**config.mk**
```make
export PLATFORM = sky130hd
export DESIGN_NAME = multibyte_add_seq
export DESIGN_NICKNAME = d
export VERILOG_FILES = /design/src/rtl/multibyte_add_seq.sv
export SDC_FILE = /design/constraint.sdc
export NUM_CORES = 1
export LEC_CHECK = 0
export ABC_AREA = 1
export ABC_CLOCK_PERIOD_IN_PS = 2770
export BUFFER_PORTS_ARGS = -buffer_cell sky130_fd_sc_hd__buf_4
export CAP_MARGIN = 20
export CORE_MARGIN = 2
export CORE_UTILIZATION = 53
export CTS_CLUSTER_SIZE = 20
export DETAILED_ROUTE_END_ITERATION = 8
export MAX_ROUTING_LAYER = met4
export PLACE_DENSITY = 0.88
export REMOVE_ABC_BUFFERS = 1
export SLEW_MARGIN = 20
export SYNTH_ARGS = -nofsm -noshare
export SYNTH_HDL_FRONTEND = slang
export SYNTH_SLANG_ARGS = --single-unit
```
**constraint.sdc**
```tcl
create_clock -name iClk -period 2.77 [get_ports iClk]
set_clock_uncertainty 0.05 [all_clocks]
set_input_delay 0.277 -clock iClk [delete_from_list [all_inputs] [get_ports iClk]]
set_output_delay 0.277 -clock iClk [all_outputs]
set_load 0.05 [all_outputs]
```
**src/rtl/multibyte_add_seq.sv**
```systemverilog
// Sequential multi-byte adder: consumes little-endian byte pairs one per handshake,
// chains the carry through an 8-bit add and streams result bytes out with final carry/overflow.
module multibyte_add_seq #(
  parameter int NBYTES = 4
) (
  input  logic       iClk,
  input  logic       iRst,
  input  logic       iStart,
  input  logic       iCin,
  input  logic [7:0] iData_a,
  input  logic [7:0] iData_b,
  input  logic       iValid,
  output logic       oReady,
  output logic [7:0] oData,
  output logic       oValid,
  input  logic       iReady,
  output logic       oCarry,
  output logic       oOverflow,
  output logic       oBusy,
  output logic       oDone
);

  localparam int CNT_W = (NBYTES > 1) ? $clog2(NBYTES) : 1;
  localparam logic [CNT_W-1:0] LAST_IDX = CNT_W'(NBYTES - 1);

  typedef enum logic [1:0] {
    IDLE = 2'd0,
    RUN  = 2'd1,
    DONE = 2'd2
  } state_t;

  state_t           state;
  state_t           stateNext;
  logic             carryReg;
  logic [CNT_W-1:0] byteCnt;
  logic [8:0]       sum;
  logic             accept;
  logic             lastAccept;
  logic             drain;

  assign sum        = {1'b0, iData_a} + {1'b0, iData_b} + {8'd0, carryReg};
  assign accept     = iValid && oReady;
  assign lastAccept = accept && (byteCnt == LAST_IDX);
  assign drain      = oValid && iReady;

  // NOTE: reset is sampled inside the clocked block, so it only acts on a rising edge.
  always_ff @(posedge iClk) begin
    if (iRst) state <= IDLE;
    else      state <= stateNext;
  end

  always_comb begin
    stateNext = state;
    unique case (state)
      IDLE:    if (iStart)     stateNext = RUN;
      RUN:     if (lastAccept) stateNext = DONE;
      DONE:    if (drain)      stateNext = IDLE;
      default: stateNext = IDLE;
    endcase
  end

  // The single-entry output register may be refilled in the same cycle it drains.
  always_comb begin
    oReady = (state == RUN) && (!oValid || iReady);
    oBusy  = (state != IDLE);
  end

  // NOTE: every register here uses <= so all updates see the pre-edge values.
  always_ff @(posedge iClk) begin
    if (iRst) begin
      carryReg  <= 1'b0;
      byteCnt   <= '0;
      oData     <= 8'd0;
      oValid    <= 1'b0;
      oCarry    <= 1'b0;
      oOverflow <= 1'b0;
      oDone     <= 1'b0;
    end else begin
      if (state == IDLE && iStart) begin
        carryReg  <= iCin;
        byteCnt   <= '0;
        oCarry    <= 1'b0;
        oOverflow <= 1'b0;
      end

      if (accept) begin
        oData    <= sum[7:0];
        oValid   <= 1'b1;
        carryReg <= sum[8];
        byteCnt  <= byteCnt + CNT_W'(1);
        if (lastAccept) begin
          oCarry    <= sum[8];
          oOverflow <= (iData_a[7] == iData_b[7]) && (sum[7] != iData_a[7]);
        end
      end else if (drain) begin
        oValid <= 1'b0;
      end

      // Completion is flagged once the final result byte has left the output register.
      oDone <= (state == DONE) && drain;
    end
  end

endmodule

```
# [Word-level counts from Yosys, hierarchy flattened]
# Index checks and enable logic that the tools add are counted.
[word_totals] reg_bits=17 inputBits=22 output_inout_bits=14 wordCells=49
[op_classes] muxes=16 n_addsub=3 n_eq_ne=8 reduce_logical=14
[ops] operator="$mux 1" count=10
[ops] operator="$mux 2" count=5
[ops] operator="$add 8x8->9" count=1
[ops] operator="$add 9x1->9" count=1
[ops] operator="$logic_and 1x1->1" count=7
[ops] operator="$ne 2x2->1 const B" count=3
[ops] operator="$pmux 2 s3" count=1
[ops] operator="$reduce_bool 2->1" count=3
[ops] operator="$eq 2x2->1 const B" count=2
[ops] operator="$reduce_and 3->1" count=1
[ops] operator="$add 2x1->2 const B" count=1
[ops] operator="$eq 2x1->1 const B" count=1
[ops] operator="$logic_not 2->1" count=1
[ops] operator="$eq 1x1->1" count=1
[ops] operator="$logic_not 1->1" count=1
[ops] operator="$logic_or 1x1->1" count=1
[ops] operator="$ne 1x1->1" count=1

# [Longest topological paths before layout]
# Gate-level depths: netlist of the first run.
[logic_depth] ltp_word=7 depth_mapped=12

# [Worst setup path before layout of the first run]
# No wires, ideal clock.
[synth_timing] path_type="reg2reg" startpoint="register oValid" endpoint="register oData[4]" t_arrival_ps=1456 n_path_buf=0 path_slack_ps=1149 period_less_slack_ps=1621 setup_ps=115 required_time_ps=2605 stages_incl_launch_ff=9 cell_sequence="dfxtp_1 inv_1 nor2_1 nor2_4 nand2_4 inv_6 o21a_1 o21ai_0 inv_1"
[synth_between] elab_chain_len=4
[synth_lines] item="start, declared" line_no="15" source="output logic oValid,"
[synth_lines] item="start signal, assigned" line_no="74" source="oValid <= 1'b0;"
[synth_lines] item="start signal, assigned" line_no="88" source="oValid <= 1'b1;"
[synth_lines] item="start signal, assigned" line_no="96" source="oValid <= 1'b0;"
[synth_lines] item="$logic_not 1->1" line_no="64" source="oReady = (state == RUN) && (!oValid || iReady);"
[synth_lines] item="$logic_or 1x1->1" line_no="64"
[synth_lines] item="$logic_and 1x1->1" line_no="64"
[synth_lines] item="net oReady" line_no="13" source="output logic oReady,"
[synth_lines] item="$logic_and 1x1->1" line_no="42" source="assign accept = iValid && oReady;"
[synth_lines] item="end signal, assigned" line_no="87" source="oData <= sum[7:0];"
[synth_lines] item="end, declared" line_no="14" source="output logic [7:0] oData,"
# The timed path passes the listed nets, and every way through them passes these cells.
# A chain may end at the register's enable or synchronous reset.

# [Worst setup path after layout of the first run]
[layout_timing] startpoint="register carryReg" endpoint="register oData[6]"
[layout_between] elab_chain_len=1
[layout_lines] item="start, declared" line_no="34" source="logic carryReg;"
[layout_lines] item="start signal, assigned" line_no="80" source="carryReg <= iCin;"
[layout_lines] item="start signal, assigned" line_no="89" source="carryReg <= sum[8];"
[layout_lines] item="$add 9x1->9" line_no="41" source="assign sum = {1'b0, iData_a} + {1'b0, iData_b} + {8'd0, carryReg};"
# Every way passes these cells.

==> results.tsv, run 1 <==
stage	metric	value	unit
outcome	status	complete, no violations	
power	Switching Share	0.342	
die	Starting Density	0.557	
detailed_routing	DRT Pass-1 Iters	4	
yosys	cells after synthesis	148	
yosys	top-count cell post-synth	nand2_1	
cells_and_area	Final #Nets	218	
power	Flop pwr share	0.445	
power	Comb pwr share	0.338	
yosys	Synth area leaders	dfxtp_1, nand2_1, ha_1	
timing	final hold vios	0	
die	Die W	49.4	um
timing	RSZ-0062 raised after global routing	no	
critical_path	CP max FO	3	
detailed_routing	DRT iter0 DRCs	23	
die	Die ar.	2440	sq um
yosys	Yosys warnings	0	
place	gpl congestion	0.835	
job	MaxCap Viol Count	0	
yosys	FF+latch count, synth	17	
yosys	mean area per synthesized cell	7.38	sq um
clock_network	Longest Clk Path Bufs	2	
yosys	Synth Flop Type	dfxtp_1	
yosys	post-synth top area share	0.312	
critical_path	slowest CP cell	fa_1	
clock_network	clk slew on worst S/H paths	100	ps
cells_and_area	Filler cells	176	
yosys	sequential area share after synthesis	0.312	
detailed_routing	residual DRC count	0	
timing	maximum clock rate	582	MHz
clock_network	worst skew pair latency	290	ps
yosys	post-synthesis mux area share	0	
die	num ports	36	
critical_path	family with the most delay on the worst path	adder cells	
critical_path	CP Cell Sequence	inv_1 -> fa_1 -> inv_1 -> fa_1 -> nand3_1 -> nand2_1 -> nand2_1 -> nand3_1 -> nand3_1 -> nand2_1 -> inv_1	
yosys	Adder-Cell Fraction of Synth Area	0.128	
yosys	Synth async-reset ratio	0	
yosys	Post-synth EDFFs	0	
yosys	largest family of logic cells by synthesized area	simple AND/OR/NAND/NOR gates	
detailed_routing	vias per cell	5.06	
yosys	Unique masters post-synth	25	
detailed_routing	WL met3	129	um
clock_network	TritonCTS clock tree	built	
critical_path	nature of the critical path endpoint	flop	
yosys	post-synthesis simple-gate area fraction	0.285	
critical_path	WS Path Type	flop to flop	
timing	Slew headroom	0.816	
detailed_routing	final wirelength	2230	um
power	leak pwr	0.000727	uW
cells_and_area	n_diodes	0	
die	Die H	49.4	um
timing	fin crit share	0.621	
clock_network	CTS hold repair buffers	0	
detailed_routing	Metal-1 WL	944	um
clock_network	post_cts resized	0	
yosys	post-synth top area cell	dfxtp_1	
cells_and_area	Design Area, Final	1390	sq um
power	Cell Int Power	392	uW
power	Max VDD drop	0.227	mV
clock_network	CTS Buf Count	3	
die	Core Area	1960	sq um
critical_path	worst path required time	2920	ps
timing	setup_tns	0	ps
clock_network	Root Driver	clkbuf_4	
clock_network	Max H-tree Level	1	
place	Detailed Place HPWL	1850	um
clock_network	Clock Sinks	17	
yosys	Synth Area in XOR/XNOR	0.0160	
yosys	Synth top cells by count	nand2_1, inv_1, dfxtp_1, nand3_1, a21oi_1	
timing	pins over their slew limit	0	
yosys	Compound-Gate Fraction of Synth Area	0.150	
detailed_routing	total number of vias	1073	
timing	Final min period	1720	ps
cells_and_area	Area Growth Syn to Fin	27.4	%
grt	first-pass GRT wire length	4240	um
critical_path	WP data arrival	1860	ps
cells_and_area	layout cells sized above 1	0.265	
grt	largest net degree at the start of global routing	19	
power	power density over the cells	428	nW/um^2
die	site row count	16	
grt	Congestion Overflow GR	0	
grt	vias in the first global route	1060	
timing	Final setup viols	0	
place	Area after DPL	1370	sq um
hold_path	Hold Crit Class	input port to flop	
critical_path	worst path bufs/invs	3	
detailed_routing	ANT nets after route	0	
detailed_routing	DR top layer	met4	
timing	Worst-Margin Slew	276	ps
yosys	synthesized cell area	1090	sq um
critical_path	Largest stage delay, worst path	350	ps
critical_path	Startpoint Class	flop	
place	port bufs	35	
detailed_routing	metal2 WL	1100	um
grt	GRT Total Usage	0.227	
power	clock network fraction of design power	0.218	
power	switching power total	203	uW
detailed_routing	DR WL/cell	10.5	um
grt	initial antenna violation count	0	
clock_network	Post-CTS Setup Bufs	0	
-- worst paths after layout --
| path | startpoint | endpoint | slack [ps] | cells after the start |
|---|---|---|---|---|
| min reg2reg | oData[1] | oData[1] | 430 | 2 |
| min | iRst | oData[1] | 160 | 2 |
| max | carryReg | oData[6] | 1050 | 11 |
| max reg2reg | carryReg | oData[6] | 1050 | 11 |
-- cell families after synthesis --
logic type	Yosys count
buffers and inverters	26
AND/OR/NAND/NOR	66
XOR/XNOR	2
flip-flops	17
adder cells (fa/ha/maj)	10
AO/OA/AOI/OAI	27
-- area by class of cell --
class / instances / area (sq um) / area share
Timing Repair Buffer: 35 / 263 / 0.189
Multi-Input combinational cell: 105 / 633 / 0.455
Inverter: 24 / 95.1 / 0.0683
Tap cell: 27 / 33.8 / 0.0243
Clock buffer: 4 / 26.3 / 0.0189
Sequential cell: 17 / 340 / 0.245
-- placed cells by master (no fill, tap or decap), drive strengths merged --
| cell | count |
|---|---|
| a21oi | 14 |
| o21ai | 6 |
| fa | 2 |
| dfxtp | 17 |
| and2 | 1 |
| buf | 35 |
| or2 | 2 |
| inv | 24 |
| clkbuf | 4 |
| nand4 | 2 |
| xnor2 | 1 |
| o21a | 7 |
| nand2 | 36 |
| xor2 | 1 |
| nor4 | 1 |
| nor2 | 9 |
| ha | 8 |
| nand3 | 15 |
-- metal layers --
layer,GRT usage,up-vias
met2,0.385,37
met1,0.256,473
met3,0.0337,6
met4,0.125,0
li1,-,557
met5,-,-
-- state kept, by name (all words and copies together) (netlist names) --
signal     count
oCarry         1
byteCnt        2
oData          8
state          2
oValid         1
oDone          1
carryReg       1
oOverflow      1
-- stage by stage --
step	setup WS (ps)	total power [uW]	instances	hold WS, ps	utilization
6_report	1050	595	212	161	0.709
5_1_grt	917	637	212	161	0.709
4_1_cts	1050	598	212	156	0.709
3_5_place_dp	975	472	208	417	0.696
3_3_place_gp	1030	465	208	395	0.696
2_1_floorplan	1130	407	146	289	-
-- power by group through the flow --
stage	logic, uW	registers (uW)	clock network (uW)
2_1_floorplan	108	299	0
3_3_place_gp	195	270	0
3_5_place_dp	202	271	0
4_1_cts	202	265	131
5_1_grt	226	267	144
6_report	201	265	130
Note: power is estimated with default switching activity, not from simulation.
==> run 2: changes to the inputs <==
--- a/config.mk
+++ b/config.mk
@@ -6,15 +6,15 @@
 export NUM_CORES = 1
 export LEC_CHECK = 0
 export ABC_AREA = 1
-export ABC_CLOCK_PERIOD_IN_PS = 2770
+export ABC_CLOCK_PERIOD_IN_PS = 1700
 export BUFFER_PORTS_ARGS = -buffer_cell sky130_fd_sc_hd__buf_4
 export CAP_MARGIN = 20
 export CORE_MARGIN = 2
-export CORE_UTILIZATION = 53
+export CORE_UTILIZATION = 49
 export CTS_CLUSTER_SIZE = 20
 export DETAILED_ROUTE_END_ITERATION = 8
 export MAX_ROUTING_LAYER = met4
-export PLACE_DENSITY = 0.88
+export PLACE_DENSITY = 0.83
 export REMOVE_ABC_BUFFERS = 1
 export SLEW_MARGIN = 20
 export SYNTH_ARGS = -nofsm -noshare
==> constraint.sdc (replaced) <==
create_clock -name iClk -period 1.7 [get_ports iClk]
set_clock_uncertainty 0.05 [all_clocks]
set_input_delay 0.17 -clock iClk [delete_from_list [all_inputs] [get_ports iClk]]
set_output_delay 0.17 -clock iClk [all_outputs]
set_load 0.05 [all_outputs]
==> results.tsv, run 2 (synthesis gave the netlist of run 1 again) <==
stage	metric	value	unit
timing	Final min period	1640	ps
critical_path	reg2reg path depth	10	
critical_path	CP max FO	3	
detailed_routing	residual DRC count	0	
hold_path	Hold Crit Class	input port to flop	
timing	Final WS setup	63.6	ps
cells_and_area	Top reg by flops	oData	
critical_path	worst path required time	1880	ps
power	power density over the cells	698	nW/um^2
cells_and_area	Final #Nets	218	
power	Comb pwr share	0.342	
detailed_routing	ANT nets after route	0	
clock_network	CTS Buf Count	3	
critical_path	nature of the critical path endpoint	flop	
timing	Final setup viols	0	
power	Max VDD drop	0.362	mV
timing	final hold vios	0	
timing	WHS	52.0	ps
detailed_routing	DRT iter0 DRCs	20	
outcome	status	complete, no violations	
clock_network	TritonCTS clock tree	built	
clock_network	clk slew on worst S/H paths	110	ps
critical_path	WS Path Type	flop to flop	
timing	setup_tns	0	ps
place	port bufs	35	
place	Detailed Place HPWL	1860	um
detailed_routing	WL met3	117	um
power	leak pwr	0.000729	uW
grt	initial antenna violation count	0	
clock_network	worst skew pair latency	290	ps
detailed_routing	vias per cell	5.02	
cells_and_area	largest registers	oData: 8 flops, byteCnt: 2 flops, state: 2 flops	
grt	vias in the first global route	1001	
die	Die W	51.2	um
power	Flop pwr share	0.438	
die	Starting Density	0.508	
power	switching power total	346	uW
cells_and_area	layout cells sized above 1	0.308	
die	Die ar.	2620	sq um
critical_path	WP data arrival	1810	ps
grt	GRT Total Usage	0.210	
detailed_routing	final wirelength	2310	um
grt	largest net degree at the start of global routing	19	
clock_network	Post-CTS Setup Bufs	0	
clock_network	Clock Sinks	17	
cells_and_area	commonest cells after routing, fill and taps aside	buf_4, nand2_1, inv_1, dfxtp_1, nand3_1	
critical_path	CP Cell Sequence	inv_1 -> fa_2 -> inv_2 -> fa_2 -> nand3_2 -> nand2_2 -> nand4_1 -> nand2_1 -> nand2_2 -> a21oi_2	
die	site row count	17	
cells_and_area	most common cell after layout, fill and taps aside	buf_4	
die	Core Area	2150	sq um
grt	Congestion Overflow GR	0	
detailed_routing	metal2 WL	1140	um
timing	Slew headroom	0.804	
clock_network	Longest Clk Path Bufs	2	
critical_path	Startpoint Class	flop	
timing	Worst-Margin Slew	294	ps
detailed_routing	total number of vias	1069	
clock_network	Root Driver	clkbuf_4	
clock_network	Max H-tree Level	1	
power	clock network fraction of design power	0.220	
detailed_routing	DR WL/cell	10.8	um
critical_path	Largest stage delay, worst path	340	ps
die	num ports	36	
timing	maximum clock rate	611	MHz
die	Die H	51.2	um
cells_and_area	n_diodes	0	
timing	fin crit share	0.963	
cells_and_area	final core occ	0.656	
place	gpl congestion	0.833	
detailed_routing	Metal-1 WL	1020	um
hold_path	WHS Path Cells	2	
detailed_routing	DRT Pass-1 Iters	4	
detailed_routing	DR top layer	met4	
grt	first-pass GRT wire length	4110	um
timing	pins over their slew limit	0	
critical_path	slowest CP cell	dfxtp_2	
cells_and_area	max reg flops	8	
place	post-place setup slack	-7.51	ps
job	MaxCap Viol Count	0	
cells_and_area	Area Growth Syn to Fin	29.1	%
power	Cell Int Power	639	uW
power	Switching Share	0.352	
run 2: cell types whose count changed in the layout (fill, tap and decap cells not counted), sizes merged:
cell,before,now
clkbuf,4,3
clkinv,0,1
run 2: timing repair:
item	CTS	global route
pin swaps	0	1
setup endpoints to repair	2	5
resized for setup	1	6
endpoints found under the hold margin	0	0
hold buffers	0	0
run 2: layout make-up:
| cell class | instances | area (sq um) |
|---|---|---|
| fillers | 185 | 738 |
| multi-input cells | 105 | 648 |
| flip-flops and latches | 17 | 342 |
| repair buffers | 35 | 263 |
| inverters | 24 | 95.1 |
| well taps | 28 | 35.0 |
| clock buffers | 3 | 22.5 |
| clock inverters | 1 | 5.00 |
run 2: metal layers:
layer  vias to the layer above  GRT usage
met3                         4     0.0263
met4                         0     0.0965
met1                       480      0.256
met2                        30      0.348
li1                        555          -
met5                         -          -
run 2: path summary, 6_finish.rpt:
kind / from / endpoint / slack (ps)
worst min-delay path: iRst / byteCnt[1] / 50
worst max register to register: carryReg / carryReg / 60
worst min register to register: byteCnt[0] / byteCnt[0] / 420
worst max-delay path: carryReg / carryReg / 60
run 2: critical path: cells and delay by family, from the launching register on:
kind	cells	cell delay (ps)
flops	1	340
fa+ha+maj	2	550
simple gates	5	430
compound gates	1	110
buf+inv	2	110
run 2: per-stage QoR:
step | instances | instance area (sq um) | total power (uW)
6_report | 213 | 1410 | 985
5_1_grt | 213 | 1410 | 1050
4_1_cts | 213 | 1400 | 980
3_5_place_dp | 209 | 1370 | 768
3_3_place_gp | 209 | 1370 | 759
2_1_floorplan | 146 | 1070 | 663
run 2: power groups by stage:
| stage | Combinational (uW) | Clock [uW] | Sequential [uW] |
|---|---|---|---|
| 3_3_place_gp | 319 | 0 | 439 |
| 4_1_cts | 330 | 219 | 431 |
| 3_5_place_dp | 328 | 0 | 440 |
| 2_1_floorplan | 176 | 0 | 487 |
| 6_report | 337 | 216 | 432 |
| 5_1_grt | 374 | 238 | 435 |
==> run 3: changes to the inputs <==
--- a/config.mk
+++ b/config.mk
@@ -5,12 +5,12 @@
 export SDC_FILE = /design/constraint.sdc
 export NUM_CORES = 1
 export LEC_CHECK = 0
-export ABC_AREA = 1
+export ABC_AREA = 0
 export ABC_CLOCK_PERIOD_IN_PS = 1700
 export BUFFER_PORTS_ARGS = -buffer_cell sky130_fd_sc_hd__buf_4
 export CAP_MARGIN = 20
 export CORE_MARGIN = 2
-export CORE_UTILIZATION = 49
+export CORE_UTILIZATION = 48
 export CTS_CLUSTER_SIZE = 20
 export DETAILED_ROUTE_END_ITERATION = 8
 export MAX_ROUTING_LAYER = met4
==> results.tsv, run 3 <==
stage	metric	value	unit
place	gpl congestion	0.783	
clock_network	Clock Sinks	17	
place	Detailed Place HPWL	1810	um
critical_path	WS Path Type	flop to flop	
timing	pins over their slew limit	0	
timing	final hold vios	0	
power	Tot Pwr	980	uW
cells_and_area	Final #Nets	185	
place	Placed Cells	173	
critical_path	Startpoint Class	flop	
die	Core Area	1960	sq um
outcome	status	finished with violations	
yosys	Post-synth EDFFs	0	
cells_and_area	layout cells sized above 1	0.362	
cells_and_area	Design Area, Final	1370	sq um
critical_path	CP max FO	2	
place	Area after DPL	1320	sq um
detailed_routing	DR WL/cell	13.1	um
grt	GRT Total Usage	0.222	
grt	initial antenna violation count	0	
detailed_routing	vias per cell	5.45	
die	Die H	49.8	um
yosys	Synth top cells by count	dfxtp_1, nand2_1, a21oi_1, ha_1, nor2_1	
power	clock network fraction of design power	0.222	
grt	Congestion Overflow GR	0	
cells_and_area	most common cell after layout, fill and taps aside	buf_4	
timing	Slew headroom	0.782	
cells_and_area	Filler cells	182	
grt	vias in the first global route	966	
detailed_routing	DRT Pass-1 Iters	4	
yosys	synthesized cell area	1010	sq um
cells_and_area	Area Growth Syn to Fin	36.1	%
clock_network	clk slew on worst S/H paths	90	ps
grt	largest net degree at the start of global routing	23	
clock_network	Max H-tree Level	1	
job	MaxCap Viol Count	0	
outcome	failing checks	negative setup slack	
yosys	Unique masters post-synth	34	
timing	Final WS setup	-189	ps
power	Cell Int Power	656	uW
critical_path	nature of the critical path endpoint	flop	
timing	fin crit share	1.11	
detailed_routing	DRT iter0 DRCs	19	
clock_network	Root Driver	clkbuf_4	
cells_and_area	non-filler cells, final	179	
yosys	Synth Flop Type	dfxtp_1	
cells_and_area	n_diodes	0	
timing	RSZ-0062 raised after global routing	yes	
cells_and_area	Top reg by flops	oData	
power	Flop pwr share	0.438	
yosys	mean area per synthesized cell	9.07	sq um
power	Switching Share	0.331	
yosys	sequential area share after synthesis	0.338	
die	site row count	16	
yosys	top-count cell post-synth	dfxtp_1	
yosys	Synth async-reset ratio	0	
yosys	post-synth top area share	0.338	
critical_path	WP data arrival	1990	ps
clock_network	Longest Clk Path Bufs	2	
detailed_routing	final wirelength	2340	um
timing	Final setup viols	6	
yosys	cells after synthesis	111	
cells_and_area	max reg flops	8	
place	port bufs	35	
yosys	Synth area leaders	dfxtp_1, ha_1, a21oi_1	
detailed_routing	ANT nets after route	0	
power	power density over the cells	715	nW/um^2
die	num ports	36	
hold_path	Hold Crit Class	input port to flop	
die	Die ar.	2480	sq um
detailed_routing	total number of vias	975	
power	switching power total	325	uW
clock_network	worst skew pair latency	290	ps
timing	Final min period	1890	ps
die	Die W	49.8	um
critical_path	worst path required time	1800	ps
detailed_routing	residual DRC count	0	
yosys	Yosys warnings	0	
yosys	post-synth top area cell	dfxtp_1	
clock_network	TritonCTS clock tree	built	
timing	maximum clock rate	529	MHz
cells_and_area	commonest cells after routing, fill and taps aside	buf_4, dfxtp_1, nand2_1, a21oi_1, ha_1	
power	leak pwr	0.000615	uW
grt	first-pass GRT wire length	4110	um
clock_network	CTS Buf Count	3	
die	Starting Density	0.513	
cells_and_area	largest registers	oData: 8 flops, byteCnt: 2 flops, state: 2 flops	
timing	Worst-Margin Slew	325	ps
power	Comb pwr share	0.340	
clock_network	CTS hold repair buffers	0	
yosys	FF+latch count, synth	17	
power	Max VDD drop	0.456	mV
==> run 3: cells by family (layout without fill, tap and decap cells) <==
kind of cell	count (synthesis)	after routing	synth area share
compound gates	27	27	0.199
xor+xnor	6	6	0.0522
flops	17	17	0.338
buf+inv	9	50	0.0360
simple gates	42	42	0.236
fa+ha+maj	10	10	0.139
==> run 3: through the flow <==
| stage | util | hold WS (ps) | TNS [ps] | worst slack [ps] |
|---|---|---|---|---|
| 3_3_place_gp | 0.671 | 393 | -606 | -185 |
| 4_1_cts | 0.695 | 113 | -768 | -210 |
| 3_5_place_dp | 0.671 | 397 | -821 | -222 |
| 5_1_grt | 0.699 | 113 | -1430 | -313 |
| 2_1_floorplan | - | 189 | -349 | -131 |
| 6_report | 0.699 | 116 | -680 | -189 |
==> run 3: worst paths after layout <==
path	start	end	slack (ps)	depth (start not counted)
worst max-delay path	carryReg	carryReg	-190	9
worst min-delay path	iReady	oDone	120	3
worst max register to register	carryReg	carryReg	-190	9
worst min register to register	oData[6]	oData[6]	410	2
==> run 3: final cells by class <==
class	count	area, sq um	area share
Inverter	5	18.8	0.0137
Timing Repair Buffer	41	308	0.224
Multi-Input combinational cell	85	643	0.469
Tap cell	27	33.8	0.0246
Clock buffer	4	26.3	0.0192
Sequential cell	17	342	0.249
==> run 3: per-layer routing <==
metal / GRT usage / vias to the layer above / share of wire
met4: 0.120 / 0 / 0.016
met1: 0.250 / 453 / 0.41
met5: - / - / 0
li1: - / 481 / -
met3: 0.0424 / 4 / 0.062
met2: 0.369 / 37 / 0.51
==> run 3: repair_timing <==
item | in CTS | in global routing
endpoints found under the setup margin | 6 | 6
buffers inserted | 1 | 1
hold endpoints to repair | 0 | 0
pin swaps | 12 | 5
gates resized for setup | 7 | 0
==> run 3: critical path, stage by stage, from the launching register on <==
cell and delay, ps:
dfxtp_2 340, inv_2 50, fa_2 190, inv_2 40, fa_2 330, a21o_1 190
a221oi_2 280, o21ai_1 130, nor2_1 100, a311oi_1 60
==> run 3: power by group through the flow <==
stage | Clock, uW | Sequential, uW | Combinational, uW
after floorplan | 0 | 483 | 162
after global placement | 0 | 437 | 313
after detailed placement | 0 | 438 | 321
after CTS | 224 | 429 | 332
after global routing | 244 | 432 | 364
final | 218 | 429 | 333
